`config.mk`:
```
export PLATFORM = sky130hd
export DESIGN_NAME = dac_rp_stream
export DESIGN_NICKNAME = d
export VERILOG_FILES = /design/src/rtl/dac_rp_stream.sv
export SDC_FILE = /design/constraint.sdc
export NUM_CORES = 1
export LEC_CHECK = 0
export BUFFER_PORTS_ARGS = -buffer_cell sky130_fd_sc_hd__clkbuf_2
export CAP_MARGIN = 20
export CORE_UTILIZATION = 40
export CTS_CLUSTER_DIAMETER = 40
export DETAILED_ROUTE_END_ITERATION = 7
export PLACE_DENSITY_LB_ADDON = 0.12
export SLEW_MARGIN = 40
export SYNTH_ARGS = -nofsm -noshare
export SYNTH_HDL_FRONTEND = slang
export SYNTH_SLANG_ARGS = --single-unit
```
`constraint.sdc`:
```
create_clock -name clk -period 5.3 [get_ports clk]
set_input_delay 1.325 -clock clk [delete_from_list [all_inputs] [get_ports clk]]
set_output_delay 1.325 -clock clk [all_outputs]
set_load 0.02 [all_outputs]
```
`src/rtl/dac_rp_stream.sv`:
```
// dac_rp_stream: streaming DAC front-end. Takes CHANNELS signed samples per
// beat over a valid/ready stream and buffers them in a show-ahead FIFO. A
// startup/underrun state machine waits for PLL lock and a FIFO prime level
// before it starts playout. Each popped beat is arithmetic-shifted, saturated
// to DAC_WIDTH and registered toward the ODDR/PLL pin layer.
//
// Optional feature macro: DAC_RP_STREAM_HOLD_EN
//   defined   - in UNDERRUN, dac_data holds the last popped sample
//   undefined - in UNDERRUN, dac_data is driven to 0
//
// Ports:
//   clk, rst_n        clock (DAC sample rate), async active-low reset
//   enable            playout enable; low flushes and idles the block
//   pll_locked        DDR-clock PLL lock, synchronous to clk
//   s_tdata/tvalid    input beat, channel 0 in LSBs
//   s_tready          input ready (combinational from registered state/level)
//   dac_data          registered output words, channel 0 in LSBs
//   dac_valid         dac_data holds a popped sample this cycle
//   state             IDLE=0 WAIT_LOCK=1 PRIME=2 RUN=3 UNDERRUN=4
//   fifo_level        FIFO occupancy
//   underrun_cnt      saturating count of RUN->UNDERRUN events
//   sat_flag          sticky per-channel saturation flags
module dac_rp_stream #(
  parameter int unsigned IN_WIDTH    = 16,
  parameter int unsigned DAC_WIDTH   = 14,
  parameter int unsigned CHANNELS    = 2,
  parameter int unsigned SHIFT       = 0,
  parameter int unsigned FIFO_DEPTH  = 16,
  parameter int unsigned PRIME_LEVEL = 8,
  parameter int unsigned CNT_WIDTH   = 16
) (
  input  logic                            clk,
  input  logic                            rst_n,
  input  logic                            enable,
  input  logic                            pll_locked,
  input  logic [CHANNELS*IN_WIDTH-1:0]    s_tdata,
  input  logic                            s_tvalid,
  output logic                            s_tready,
  output logic [CHANNELS*DAC_WIDTH-1:0]   dac_data,
  output logic                            dac_valid,
  output logic [2:0]                      state,
  output logic [$clog2(FIFO_DEPTH):0]     fifo_level,
  output logic [CNT_WIDTH-1:0]            underrun_cnt,
  output logic [CHANNELS-1:0]             sat_flag
);

  localparam int unsigned AW     = $clog2(FIFO_DEPTH);
  localparam int unsigned PW     = AW + 1;
  localparam int unsigned DATA_W = CHANNELS * IN_WIDTH;
  localparam int unsigned OUT_W  = CHANNELS * DAC_WIDTH;
  localparam int unsigned EXT_W  = IN_WIDTH + DAC_WIDTH;

  // Clip bounds, sign-extended to the working width.
  localparam logic signed [EXT_W-1:0] C_MAX =
    {{(IN_WIDTH+1){1'b0}}, {(DAC_WIDTH-1){1'b1}}};
  localparam logic signed [EXT_W-1:0] C_MIN =
    {{(IN_WIDTH+1){1'b1}}, {(DAC_WIDTH-1){1'b0}}};
  localparam logic [DAC_WIDTH-1:0] C_MAX_OUT = {1'b0, {(DAC_WIDTH-1){1'b1}}};
  localparam logic [DAC_WIDTH-1:0] C_MIN_OUT = {1'b1, {(DAC_WIDTH-1){1'b0}}};

  typedef enum logic [2:0] {
    ST_IDLE      = 3'd0,
    ST_WAIT_LOCK = 3'd1,
    ST_PRIME     = 3'd2,
    ST_RUN       = 3'd3,
    ST_UNDERRUN  = 3'd4
  } state_t;

  state_t                r_state;
  state_t                w_state_nxt;

  logic [DATA_W-1:0]     r_mem [FIFO_DEPTH];
  logic [AW:0]           r_wr_ptr;
  logic [AW:0]           r_rd_ptr;
  logic [PW-1:0]         r_level;

  logic [OUT_W-1:0]      r_dac_data;
  logic                  r_dac_valid;
  logic [CNT_WIDTH-1:0]  r_ucnt;
  logic [CHANNELS-1:0]   r_sat;

  logic                  w_full;
  logic                  w_empty;
  logic                  w_primed;
  logic                  w_flush;
  logic                  w_clr_sat;
  logic                  w_pop;
  logic                  w_push;
  logic                  w_underrun;
  logic                  w_ready;
  logic [DATA_W-1:0]     w_head;
  logic [OUT_W-1:0]      w_scaled;
  logic [CHANNELS-1:0]   w_clip;
  logic [OUT_W-1:0]      w_fill;
  logic [OUT_W-1:0]      w_dac_nxt;
  logic                  w_valid_nxt;
  logic signed [EXT_W-1:0] w_xe;
  logic signed [EXT_W-1:0] w_y;
  logic [DAC_WIDTH-1:0]  w_ch;

  // FIFO status: the extra pointer MSB separates full from empty.
  assign w_empty  = (r_wr_ptr == r_rd_ptr);
  assign w_full   = (r_wr_ptr[AW] != r_rd_ptr[AW]) &&
                    (r_wr_ptr[AW-1:0] == r_rd_ptr[AW-1:0]);
  assign w_primed = (r_level >= PW'(PRIME_LEVEL));
  assign w_head   = r_mem[r_rd_ptr[AW-1:0]];

  assign w_ready  = !w_full && ((r_state == ST_PRIME) || (r_state == ST_RUN) ||
                                (r_state == ST_UNDERRUN));
  // A beat presented during a flush cycle is dropped.
  assign w_push   = s_tvalid && w_ready && !w_flush;

  // State register.
  always_ff @(posedge clk or negedge rst_n) begin
    if (!rst_n) begin
      r_state <= ST_IDLE;
    end else begin
      r_state <= w_state_nxt;
    end
  end

  // Next state, FIFO control and next output word.
  always_comb begin
    w_state_nxt = r_state;
    w_flush     = 1'b0;
    w_clr_sat   = 1'b0;
    w_pop       = 1'b0;
    w_underrun  = 1'b0;
    w_dac_nxt   = '0;
    w_valid_nxt = 1'b0;
`ifdef DAC_RP_STREAM_HOLD_EN
    w_fill      = r_dac_data;
`else
    w_fill      = '0;
`endif

    if (!enable) begin
      w_state_nxt = ST_IDLE;
      w_flush     = 1'b1;
      w_clr_sat   = 1'b1;
    end else if (!pll_locked) begin
      w_state_nxt = ST_WAIT_LOCK;
      w_flush     = 1'b1;
    end else begin
      case (r_state)
        ST_IDLE:      w_state_nxt = ST_WAIT_LOCK;
        ST_WAIT_LOCK: w_state_nxt = ST_PRIME;
        ST_PRIME: begin
          if (w_primed) w_state_nxt = ST_RUN;
        end
        ST_RUN: begin
          if (w_empty) begin
            w_state_nxt = ST_UNDERRUN;
            w_underrun  = 1'b1;
          end else begin
            w_pop = 1'b1;
          end
        end
        ST_UNDERRUN: begin
          if (w_primed) w_state_nxt = ST_RUN;
        end
        default:      w_state_nxt = ST_IDLE;
      endcase
    end

    // Playout states without a pop show the fill value; others show zero.
    if (w_pop) begin
      w_dac_nxt   = w_scaled;
      w_valid_nxt = 1'b1;
    end else if ((w_state_nxt == ST_RUN) || (w_state_nxt == ST_UNDERRUN)) begin
      w_dac_nxt   = w_fill;
    end
  end

  // Per-channel arithmetic shift and saturation of the FIFO head.
  always_comb begin
    w_scaled = '0;
    w_clip   = '0;
    w_xe     = '0;
    w_y      = '0;
    w_ch     = '0;
    for (int unsigned c = 0; c < CHANNELS; c++) begin
      w_xe = {{DAC_WIDTH{w_head[c*IN_WIDTH + IN_WIDTH - 1]}},
              w_head[c*IN_WIDTH +: IN_WIDTH]};
      w_y  = w_xe >>> SHIFT;
      if (w_y > C_MAX) begin
        w_ch      = C_MAX_OUT;
        w_clip[c] = 1'b1;
      end else if (w_y < C_MIN) begin
        w_ch      = C_MIN_OUT;
        w_clip[c] = 1'b1;
      end else begin
        w_ch      = w_y[DAC_WIDTH-1:0];
      end
      w_scaled[c*DAC_WIDTH +: DAC_WIDTH] = w_ch;
    end
  end

  // FIFO storage; contents need no reset.
  always_ff @(posedge clk) begin
    if (w_push) begin
      r_mem[r_wr_ptr[AW-1:0]] <= s_tdata;
    end
  end

  // FIFO pointers and occupancy.
  always_ff @(posedge clk or negedge rst_n) begin
    if (!rst_n) begin
      r_wr_ptr <= '0;
      r_rd_ptr <= '0;
      r_level  <= '0;
    end else if (w_flush) begin
      r_wr_ptr <= '0;
      r_rd_ptr <= '0;
      r_level  <= '0;
    end else begin
      if (w_push) r_wr_ptr <= r_wr_ptr + (AW+1)'(1);
      if (w_pop)  r_rd_ptr <= r_rd_ptr + (AW+1)'(1);
      case ({w_push, w_pop})
        2'b10:   r_level <= r_level + PW'(1);
        2'b01:   r_level <= r_level - PW'(1);
        default: r_level <= r_level;
      endcase
    end
  end

  // Output words, underrun counter and sticky saturation flags.
  always_ff @(posedge clk or negedge rst_n) begin
    if (!rst_n) begin
      r_dac_data  <= '0;
      r_dac_valid <= 1'b0;
      r_ucnt      <= '0;
      r_sat       <= '0;
    end else begin
      r_dac_data  <= w_dac_nxt;
      r_dac_valid <= w_valid_nxt;
      if (w_underrun && (r_ucnt != {CNT_WIDTH{1'b1}})) begin
        r_ucnt <= r_ucnt + CNT_WIDTH'(1);
      end
      if (w_clr_sat) begin
        r_sat <= '0;
      end else if (w_pop) begin
        r_sat <= r_sat | w_clip;
      end
    end
  end

  assign s_tready     = w_ready;
  assign dac_data     = r_dac_data;
  assign dac_valid    = r_dac_valid;
  assign state        = r_state;
  assign fifo_level   = r_level;
  assign underrun_cnt = r_ucnt;
  assign sat_flag     = r_sat;

endmodule

```
==> flow_summary.ini <==
[outcome]
status = finished, final reports clean

[setup_path]
crit_path_end_kind = primary output
rr_startpoint = r_rd_ptr[1]$_DFFE_PN0P_
arrival_ns = 2.52
r2r_slack_ns = 1.68
reg2reg_to = fifo_level[4]$_DFFE_PN0P_
rr_worst_depth = 14
required_ns = 3.97
crit_type = reg -> out
cp-start-kind = flop
path_max_fanout = 40

[cells_and_area]
nets = 1282
fin_area_mm2 = 0.0274
syn2layout_area_growth_pct = 21.0
final_cell_mix = edfxtp_1 (512), mux4_2 (152), clkbuf_16 (94), clkbuf_2 (91), dfrtp_1 (62)
fillCellCount = 4539
final_common_cell = edfxtp_1
antennaDiodeCount = 0
drive_above_1_share_pct = 36.5

[drt]
ant_nets = 0
drt_iter0_markers = 827
drt-pass1-iter-count = 5
wirelength_um = 53900
drc_errors = 0
viasPerCell = 5.31
wl_per_cell_um = 26.2
num_vias = 10952

[placed_design]
placed_area_mm2 = 0.0242
place_congestion = 0.759
place_hpwl_um = 34000
port_buffers = 92

[clock_network]
clk-insertion-delay-late_ns = 0.64
cts.htree.levels = 3
cts_num_sinks = 577
clkTransAtPathRegs_ns = 0.05
root_buffer = clkbuf_16
cts_setup_buffers = 0
cts_made_buffers = 92
tritoncts = built
cts.path.max_buffers = 3
cts.repair.resized = 0
ctsHoldBuffers = 0

[yosys]
ys_async_sr_fraction_pct = 11.3
avgSynthCellArea_um2 = 21.4
synthTopCellsByArea = edfxtp_1 (68%), mux4_2 (15%), dfrtp_1 (7.2%), xor2_1 (0.89%), o21a_1 (0.86%)
synth_top_area_share_pct = 67.9
ys_seq_area_share_pct = 75.1
synth-edff-count = 512
synth.net_count = 1107
synth_cells = 1060
synth_warnings = 0
ys.flop_type = edfxtp_1
synth_cell_types = 53
ys_seq_elements = 577
synthesis.area_mm2 = 0.0226
yosys.area.top_type = edfxtp_1

[sta]
final.min_clock_period_ns = 3.84
worstMarginPinSlew_ns = 0.771
slew_viol_final = 0
rsz0062_at_grt = no
skew_ns = 0.0329
setup-tns-final_ns = 0
period_share_pct = 72.5
setup_viol = 0
slew_headroom_pct = 48.6
finalHoldViolCount = 0
fmax_mhz = 260

[floorplanning]
pin_count = 93
core_mm2 = 0.0555
start_util_pct = 40.8
rows = 86
dieArea_mm2 = 0.0576
die_w_um = 240
die_h_um = 240

[pwr]
intPower_w = 0.00883
pwr-share-seq_pct = 44.3
power_w = 0.0112
leakage_nw = 9.24
combPwrFrac_pct = 1.3
p_sw_w = 0.00240
power_density_mw_per_mm2 = 410
switching_share_pct = 21.4
p_clk_share_pct = 54.5
peakVddDrop_mv = 0.239

[global_routing]
grt_pass1_wl_um = 79200
grt_pass1_vias = 11288
grt_remaining_overflow = 0
grtUsageTotal_pct = 19.5
antenna_found_initial = 6
grt_max_degree = 41

[min_path]
whs_path_depth = 1
hold_class = reg -> reg
hold_path_end = underrun_cnt[10]$_DFFE_PN0P_
hp-start = underrun_cnt[10]$_DFFE_PN0P_

[flow_run]
drv_cap = 0
## cells by family after synthesis
logic type,synth area share [%]
AO/OA/AOI/OAI,1.93
XOR/XNOR,1.20
adder cells (fa/ha/maj),0.586
buffers and inverters,1.74
flip-flops,75.1
multiplexers,16.0
AND/OR/NAND/NOR,3.43
## flip-flops by register name, indices dropped and copies added (netlist names)
register,cells
dac_data,28
dac_valid,1
r_rd_ptr,5
r_wr_ptr,5
fifo_level,5
underrun_cnt,16
state,3
r_mem,512
sat_flag,2
## cell type report
type                       instances  area [µm²]  share of cell area (%)
sequential                       577       17000                    62.1
multi-input combinational        415        5370                    19.6
clock buffer                     108        2410                    8.82
tap                              748         936                    3.42
timing repair buffer             135         827                    3.02
clock inverter                    64         783                    2.86
inverter                          14        52.6                   0.192
## per-stage QoR
step | hold WS [ns] | std cells | utilization [%] | setup WS [ns]
after floorplan | 0.561 | 1060 | - | 0.485
after global placement | 0.474 | 1886 | 43.5 | 1.41
after detailed placement | 0.477 | 1889 | 43.6 | 1.36
after CTS | 0.488 | 2061 | 49.3 | 1.32
after global routing | 0.515 | 2061 | 49.3 | 1.26
final | 0.482 | 2061 | 49.3 | 1.46
## critical path: stages (launching register included)
cell and delay [ns]:
dfrtp_4 0.88, xor2_1 0.21, nor4_4 0.47, a21oi_1 0.15
clkbuf_2 0.18
## power groups by stage
stage | sequential (W) | clock [W] | combinational [W]
6_report | 0.00497 | 0.00612 | 0.000141
5_1_grt | 0.00497 | 0.00644 | 0.000158
4_1_cts | 0.00497 | 0.00624 | 0.000146
3_5_place_dp | 0.00506 | 0 | 0.000145
3_3_place_gp | 0.00506 | 0 | 0.000143
2_1_floorplan | 0.00507 | 0 | 0.0000255
## worst max-delay path by stage
stage	slack (ns)	end	cells past startpoint	from
after floorplan	0.48	r_mem[1][0]$_DFFE_PP_	4	enable
after detailed placement	1.36	fifo_level[4]$_DFFE_PN0P_	13	enable
final	1.46	s_tready	4	r_rd_ptr[1]$_DFFE_PN0P_
after global placement	1.41	fifo_level[4]$_DFFE_PN0P_	13	enable
after CTS	1.32	s_tready	4	r_rd_ptr[1]$_DFFE_PN0P_
after global routing	1.26	s_tready	4	r_rd_ptr[1]$_DFFE_PN0P_
## layer usage
metal	wire, µm	GRT usage [%]	up-vias
met5	0	0	-
met4	1010	5.91	0
met3	3680	4.56	74
met2	23000	26.9	349
met1	26200	30.5	5800
li1	-	-	4729
## cells in the mapped netlist (10+ instances only)
library cell	count
o21a_1	26
edfxtp_1	512
buf_2	22
o21ai_0	11
mux2i_1	10
nor3_1	13
nor2_1	35
a21oi_1	10
nand3_1	15
nor2b_1	29
xor2_1	23
mux4_2	152
clkbuf_1	13
nand2_1	24
dfrtp_1	65
inv_1	14
No activity file was read; power rests on OpenSTA's default activity.
